**config.mk**
```make
export PLATFORM = sky130hd
export DESIGN_NAME = alu_response_monitor
export DESIGN_NICKNAME = d
export VERILOG_FILES = /design/src/rtl/alu_pkg.sv /design/src/rtl/alu_mon_pipe.sv /design/src/rtl/alu_response_monitor.sv
export SDC_FILE = /design/constraint.sdc
export NUM_CORES = 1
export LEC_CHECK = 0
export BUFFER_PORTS_ARGS = -buffer_cell sky130_fd_sc_hd__buf_4
export CAP_MARGIN = 20
export CORE_MARGIN = 2
export CORE_UTILIZATION = 30
export CTS_BUF_LIST = sky130_fd_sc_hd__clkbuf_8
export CTS_CLUSTER_DIAMETER = 30
export DETAILED_ROUTE_END_ITERATION = 6
export GPL_TIMING_DRIVEN = 0
export SYNTH_ARGS = -nofsm -noshare
export SYNTH_HDL_FRONTEND = slang
export SYNTH_HIERARCHICAL = 1
export SYNTH_SLANG_ARGS = --single-unit
```
**constraint.sdc**
```tcl
create_clock -name clk -period 3.4 [get_ports clk]
set_input_delay 0.34 -clock clk [delete_from_list [all_inputs] [get_ports clk]]
set_output_delay 0.34 -clock clk [all_outputs]
set_load 0.02 [all_outputs]
```
**src/rtl/alu_pkg.sv**
```systemverilog
// ---------------------------------------------------------------------------
// alu_pkg
// Shared types and the reference predictor for the 4-bit ALU response monitor.
//   opcode_bus_t           : 2-bit ALU opcode
//   alu_input_number_bus_t : 4-bit operand
//   alu_result_bus_t       : 5-bit result, bit 4 is carry/borrow
//   alu_mon_entry_t        : one in-flight prediction {opcode, a, b, expected}
//   alu_mon_rec_t          : captured failure {opcode, a, b, expected, actual}
//   mon_state_t            : monitor FSM state
//   alu_predict()          : golden ALU model, also usable by a scoreboard
// ---------------------------------------------------------------------------
package alu_pkg;

    typedef enum logic [1:0] {
        opcode_add        = 2'd0,
        opcode_sub        = 2'd1,
        opcode_not_a      = 2'd2,
        opcode_reduc_or_b = 2'd3
    } opcode_bus_t;

    typedef logic [3:0] alu_input_number_bus_t;
    typedef logic [4:0] alu_result_bus_t;

    typedef struct packed {
        opcode_bus_t           opcode;
        alu_input_number_bus_t a;
        alu_input_number_bus_t b;
        alu_result_bus_t       expected;
    } alu_mon_entry_t;

    typedef struct packed {
        opcode_bus_t           opcode;
        alu_input_number_bus_t a;
        alu_input_number_bus_t b;
        alu_result_bus_t       expected;
        alu_result_bus_t       actual;
    } alu_mon_rec_t;

    typedef enum logic [1:0] {
        IDLE  = 2'd0,
        FILL  = 2'd1,
        CHECK = 2'd2,
        HALT  = 2'd3
    } mon_state_t;

    // Subtraction wraps modulo 32 so bit 4 reads as the borrow.
    function automatic alu_result_bus_t alu_predict(
        input opcode_bus_t           op,
        input alu_input_number_bus_t a,
        input alu_input_number_bus_t b
    );
        case (op)
            opcode_add:   return {1'b0, a} + {1'b0, b};
            opcode_sub:   return {1'b0, a} - {1'b0, b};
            opcode_not_a: return {1'b0, ~a};
            default:      return {4'b0000, |b};
        endcase
    endfunction

endpackage

```
**src/rtl/alu_mon_pipe.sv**
```systemverilog
// ---------------------------------------------------------------------------
// alu_mon_pipe
// LATENCY-deep delay line carrying predicted ALU transactions with a valid
// bit per stage. flush clears every valid bit so stale entries never reach
// the head. LATENCY=0 is a pure wire from entry to head.
// Ports:
//   clk, reset_n  : clock, synchronous active-low reset (valid bits only)
//   flush         : clear all valid bits next edge
//   push          : valid for the entry presented this cycle
//   entry         : prediction entering stage 0
//   head_valid    : valid bit of the oldest stage
//   head          : oldest stage contents
// ---------------------------------------------------------------------------
module alu_mon_pipe
    import alu_pkg::*;
#(
    parameter int LATENCY = 1
) (
    input  logic           clk,
    input  logic           reset_n,
    input  logic           flush,
    input  logic           push,
    input  alu_mon_entry_t entry,
    output logic           head_valid,
    output alu_mon_entry_t head
);

    generate
        if (LATENCY == 0) begin : g_bypass
            logic unused_ctrl;
            assign unused_ctrl = ^{clk, reset_n, flush};
            assign head_valid  = push;
            assign head        = entry;
        end else begin : g_delay
            logic [LATENCY-1:0] vld_pn;
            alu_mon_entry_t     ent_pn [LATENCY];

            // ---- stage 0 .. LATENCY-1 : control (valid) ----
            always_ff @(posedge clk) begin
                if (!reset_n || flush) begin
                    vld_pn <= '0;
                end else begin
                    vld_pn[0] <= push;
                    for (int i = 1; i < LATENCY; i++) begin
                        vld_pn[i] <= vld_pn[i-1];
                    end
                end
            end

            // ---- stage 0 .. LATENCY-1 : data (no reset, qualified by valid) ----
            always_ff @(posedge clk) begin
                ent_pn[0] <= entry;
                for (int i = 1; i < LATENCY; i++) begin
                    ent_pn[i] <= ent_pn[i-1];
                end
            end

            assign head_valid = vld_pn[LATENCY-1];
            assign head       = ent_pn[LATENCY-1];
        end
    endgenerate

endmodule

```
**src/rtl/alu_response_monitor.sv**
```systemverilog
// ---------------------------------------------------------------------------
// alu_response_monitor
// Passive checker for a 4-bit ALU: predicts each transaction, delays the
// prediction by the ALU latency and compares it with the ALU result bus.
// Optional build macro: ALU_MON_STOP_ON_ERR_EN -- the first mismatch parks
// the FSM in HALT (no compares, counters frozen) until reset_n is asserted.
// Parameters:
//   LATENCY : ALU input-to-result latency in cycles, legal 0..4
//   CNT_W   : width of the saturating pass/error counters
// Ports:
//   clk, reset_n    : clock, synchronous active-low reset
//   enable          : arm checking; low flushes the pipeline and idles
//   opcode_bus,A,B  : stimulus presented to the ALU
//   result          : ALU output (bit 4 carry/borrow)
//   mismatch        : one-cycle pulse per failing compare
//   pass_count      : saturating count of passing compares
//   err_count       : saturating count of failing compares
//   first_err_valid : a failure has been captured since reset
//   first_err_info  : {opcode, A, B, expected, actual} of the first failure
//   state           : FSM state
// All outputs are registered and reflect the compare of the previous cycle.
// ---------------------------------------------------------------------------
module alu_response_monitor
    import alu_pkg::*;
#(
    parameter int LATENCY = 1,
    parameter int CNT_W   = 8
) (
    input  logic                  clk,
    input  logic                  reset_n,
    input  logic                  enable,
    input  opcode_bus_t           opcode_bus,
    input  alu_input_number_bus_t A,
    input  alu_input_number_bus_t B,
    input  alu_result_bus_t       result,
    output logic                  mismatch,
    output logic [CNT_W-1:0]      pass_count,
    output logic [CNT_W-1:0]      err_count,
    output logic                  first_err_valid,
    output alu_mon_rec_t          first_err_info,
    output mon_state_t            state
);

    // FILL lasts LATENCY cycles; the counter runs LATENCY-1 down to 0.
    localparam logic [2:0] FILL_LAST = (LATENCY > 0) ? 3'(LATENCY - 1) : 3'd0;

    function automatic logic [CNT_W-1:0] sat_inc(input logic [CNT_W-1:0] v);
        return (v == '1) ? v : v + CNT_W'(1);
    endfunction

    alu_mon_entry_t in_entry;
    alu_mon_entry_t head;
    logic           head_valid;
    logic           compare_en;
    logic           is_err;
    logic [2:0]     fill_cnt;

    // ---- p0 : predict at the ALU inputs ----
    assign in_entry = '{opcode:   opcode_bus,
                        a:        A,
                        b:        B,
                        expected: alu_predict(opcode_bus, A, B)};

    alu_mon_pipe #(
        .LATENCY (LATENCY)
    ) u_pipe (
        .clk        (clk),
        .reset_n    (reset_n),
        .flush      (!enable),
        .push       (enable),
        .entry      (in_entry),
        .head_valid (head_valid),
        .head       (head)
    );

    // ---- pLATENCY : compare head against the result bus ----
    // A cycle with enable low is a flush cycle: the head belongs to the
    // stream being abandoned, so it is not compared.
    assign compare_en = (state == CHECK) && enable && head_valid;
    // Case inequality so an X/Z on the result bus counts as a failure.
    assign is_err     = (result !== head.expected);

    always_ff @(posedge clk) begin
        if (!reset_n) begin
            state           <= IDLE;
            fill_cnt        <= '0;
            mismatch        <= 1'b0;
            pass_count      <= '0;
            err_count       <= '0;
            first_err_valid <= 1'b0;
            first_err_info  <= '0;
        end else begin
            mismatch <= 1'b0;
            case (state)
                IDLE: begin
                    if (enable) begin
                        state    <= (LATENCY == 0) ? CHECK : FILL;
                        fill_cnt <= FILL_LAST;
                    end
                end
                FILL: begin
                    if (!enable) begin
                        state <= IDLE;
                    end else if (fill_cnt == '0) begin
                        state <= CHECK;
                    end else begin
                        fill_cnt <= fill_cnt - 3'd1;
                    end
                end
                CHECK: begin
                    if (!enable) begin
                        state <= IDLE;
                    end else if (compare_en) begin
                        if (is_err) begin
                            mismatch  <= 1'b1;
                            err_count <= sat_inc(err_count);
                            if (!first_err_valid) begin
                                first_err_valid <= 1'b1;
                                first_err_info  <= '{opcode:   head.opcode,
                                                     a:        head.a,
                                                     b:        head.b,
                                                     expected: head.expected,
                                                     actual:   result};
                            end
`ifdef ALU_MON_STOP_ON_ERR_EN
                            state <= HALT;
`endif
                        end else begin
                            pass_count <= sat_inc(pass_count);
                        end
                    end
                end
`ifdef ALU_MON_STOP_ON_ERR_EN
                // Terminal until reset; enable is deliberately ignored.
                HALT: state <= HALT;
`else
                HALT: state <= IDLE;
`endif
                default: state <= IDLE;
            endcase
        end
    end

endmodule

```
==> flow_metrics.tcl <==
set metrics [dict create \
    status "finished, final reports clean" \
    cp_slowest_cell "o21ai_0" \
    fin_ws_ns 1.49 \
    p_per_area_nw_per_um2 477 \
    switchingPower_w 0.000353 \
    routed_wl_um 5990 \
    fmax_mhz 523 \
    regArea_um2 1180 \
    hp-class "input port to register" \
    drc 0 \
    num_rows 33 \
    ys.warnings.count 6 \
    yosysMostFrequentCell "dfxtp_1" \
    cts.sinks 59 \
    p_comb_frac 0.079 \
    synthXorXnorAreaFrac 0.0422 \
    num_antenna_cells 0 \
    r2r_setup_slack_ns 1.54 \
    fin_crit_sh 0.563 \
    synthTopCellsByArea "dfxtp_1 47%, nand2_1 6.3%, o21ai_0 6.0%" \
    ys_seq_area_frac 0.475 \
    async_flop_share 0 \
    overflow 0 \
    h-tree-depth 3 \
    yosys_register_bits 59 \
    synth_cells 286 \
    p_sw_frac 0.226 \
    drv_slew 0 \
    required_ns 3.61 \
    antenna_found_initial 0 \
    ys_types 43 \
    hold_buffers 0 \
    post-dp-hpwl_um 4370 \
    synth_fa_ha_area_frac 0.0533 \
    nets 382 \
    detail_route.first_pass.iterations 4 \
    yosys.area_share.simple 0.229 \
    final_hold_viol_count 0 \
    synth_top_family_by_area "simple AND/OR/NAND/NOR gates" \
    synth_nets 314 \
    rsz0062_at_grt "false" \
    dp_slack_ns 1.08 \
    synth_commonest_cells "59 x dfxtp_1, 42 x nand2_1, 30 x o21ai_0, 24 x nand3_1, 18 x nor2_1" \
    ant_nets 0 \
    synth_edf_count 0 \
    crit_path_end_kind "register" \
    setup_tns_ns 0 \
    cts-root-buf "clkbuf_8" \
    cts_buffers 9 \
    die_y_um 95.1 \
    synth_top_area_share 0.475 \
    setup.worst_path.start_class "input port" \
    max_slew_margin 0.595 \
    p_leak_nw 1.36 \
    cts.reportedPaths.clkPinSlew_ns 0.06 \
    wl_per_cell_um 12.9 \
    yosys.area.top_type "dfxtp_1" \
    post-route-min-period_ns 1.91 \
    avgSynthCellArea_um2 8.70 \
    io_pins 58 \
    multi_input_area_um2 1200 \
    synth_compound_area_frac 0.141 \
    worst-setup-path-type "input port to register" \
    vias 2215 \
    syn_area_um2 2490 \
    grt_max_degree 11 \
    muxShareOfSynthArea 0.0166 \
    finalSetupViolations 0 \
    ctsResizeCount 0 \
    grt_use_total 0.139 \
    crit_path_max_fanout 9 \
    postCtsSetupBuffers 0 \
    core_area_um2 8130 \
    path_cells "buf_4, clkbuf_1, nand2b_1, o21ai_0, inv_1, ha_1, a21o_1, a21oi_1, xor2_1, o22ai_1" \
    first_global_vias 2004 \
    drtIter0Drc 61 \
    skew_ns 0.00668 \
    cp.arrival_ns 2.12 \
    clkPwrFrac 0.461 \
    timing.max_cap.violations 0 \
    syn_to_final_growth_pct 31.6 \
    port_buffers 57 \
    ir_drop_mv 0.308 \
    critPathMaxStageDelay_ns 0.31 \
    seq_power_share 0.461 \
    dieArea_um2 9040 \
    n_fill_cell 816 \
    start_util 0.306 \
    grt_pass1_wl_um 9470 \
    drive_gt1_frac 0.220 \
    place_congestion 0.809 \
    die_w_um 95.1 \
    tightest_slew_ns 0.608 \
    clk_latency_ns 0.34 \
    ys_dominant_reg_cell "dfxtp_1" \
    internal_power_w 0.00121 \
    tritoncts "built" \
    cts_buffer_depth 2 \
    vias_per_cell 4.77 \
]
[worst paths after layout]
kind | startpoint | to | cells past startpoint
min | opcode_bus[1] | u_pipe/g_delay.ent_pn[0][14] | 1
max reg2reg | u_pipe/g_delay.ent_pn[0][4] | err_count[0] | 5
min reg2reg | u_pipe/g_delay.ent_pn[0][13] | first_err_info[18] | 2
max | opcode_bus[1] | u_pipe/g_delay.ent_pn[0][3] | 10
[cells by family (layout without fill, tap and decap cells)]
kind of cell	count (synthesis)	after routing
adders and majority gates	10	10
muxes	4	4
and+or+nand+nor	114	114
DFF	59	59
buffers and inverters	27	100
AOI/OAI and AO/OA	60	60
xor gates and xnor gates	12	12
[metrics by stage]
| step | cell area, µm² | hold slack (ns) | utilization | power, W | cells |
|---|---|---|---|---|---|
| 6_report | 3280 | 0.110 | 0.403 | 0.00156 | 464 |
| 5_1_grt | 3280 | 0.0970 | 0.403 | 0.00163 | 464 |
| 4_1_cts | 3280 | 0.0905 | 0.403 | 0.00158 | 464 |
| 3_5_place_dp | 3050 | 0.433 | 0.375 | 0.000860 | 448 |
| 3_3_place_gp | 3050 | 0.425 | 0.375 | 0.000857 | 448 |
| 2_1_floorplan | 2490 | 0.368 | - | 0.000812 | 286 |
[power by group through the flow]
| stage | Combinational, W | Clock, W | Sequential (W) |
|---|---|---|---|
| after floorplan | 0.0000771 | 0 | 0.000735 |
| after global placement | 0.000122 | 0 | 0.000735 |
| after detailed placement | 0.000125 | 0 | 0.000735 |
| after CTS | 0.000125 | 0.000737 | 0.000720 |
| after global routing | 0.000139 | 0.000765 | 0.000722 |
| final | 0.000123 | 0.000720 | 0.000720 |
[registers in the layout (all words and copies together), names as in the netlist]
signal	count
first_err_info	20
first_err_valid	1
state	2
u_pipe/g_delay.ent_pn	15
err_count	8
fill_cnt	3
pass_count	8
mismatch	1
u_pipe/head_valid	1
[cell usage in the layout, fill, tap and decap left out, types with 3 or more instances in the layout]
master     n
nand2_1   42
nor2_1    18
clkbuf_8  11
o31ai_1    3
xor2_1     9
nand3_1   24
ha_1       9
nand2b_1   3
a21oi_1   12
clkbuf_1  10
nand4_1    3
buf_4     58
dfxtp_1   59
mux2i_1    3
a211oi_1   3
or4_1      3
xnor2_1    3
inv_1     14
o21ai_0   30
or3_1      3
nand3b_1   4
[final cells by class]
class | instances | area share
buffer | 13 | 0.0168
clock buffer | 11 | 0.0462
clock inverter | 5 | 0.0233
inverter | 14 | 0.0160
multi-input combinational | 200 | 0.366
sequential | 59 | 0.361
tap | 105 | 0.0401
timing repair buffer | 57 | 0.131
[per-layer routing]
layer	wire length [µm]	vias to the layer above	GRT usage
met5	0	-	0
met4	109	0	0.0616
met3	241	9	0.0451
met2	2760	47	0.215
met1	2880	1032	0.177
li1	-	1127	-
[critical path: cells and delay by family]
| kind | cells | cell delay [ns] |
|---|---|---|
| adder cells (fa/ha/maj) | 1 | 0.27 |
| XOR/XNOR | 1 | 0.17 |
| AND/OR/NAND/NOR | 1 | 0.23 |
| buffers and inverters | 3 | 0.38 |
| AO/OA/AOI/OAI | 4 | 0.73 |
No activity file was read; power rests on OpenSTA's default activity.
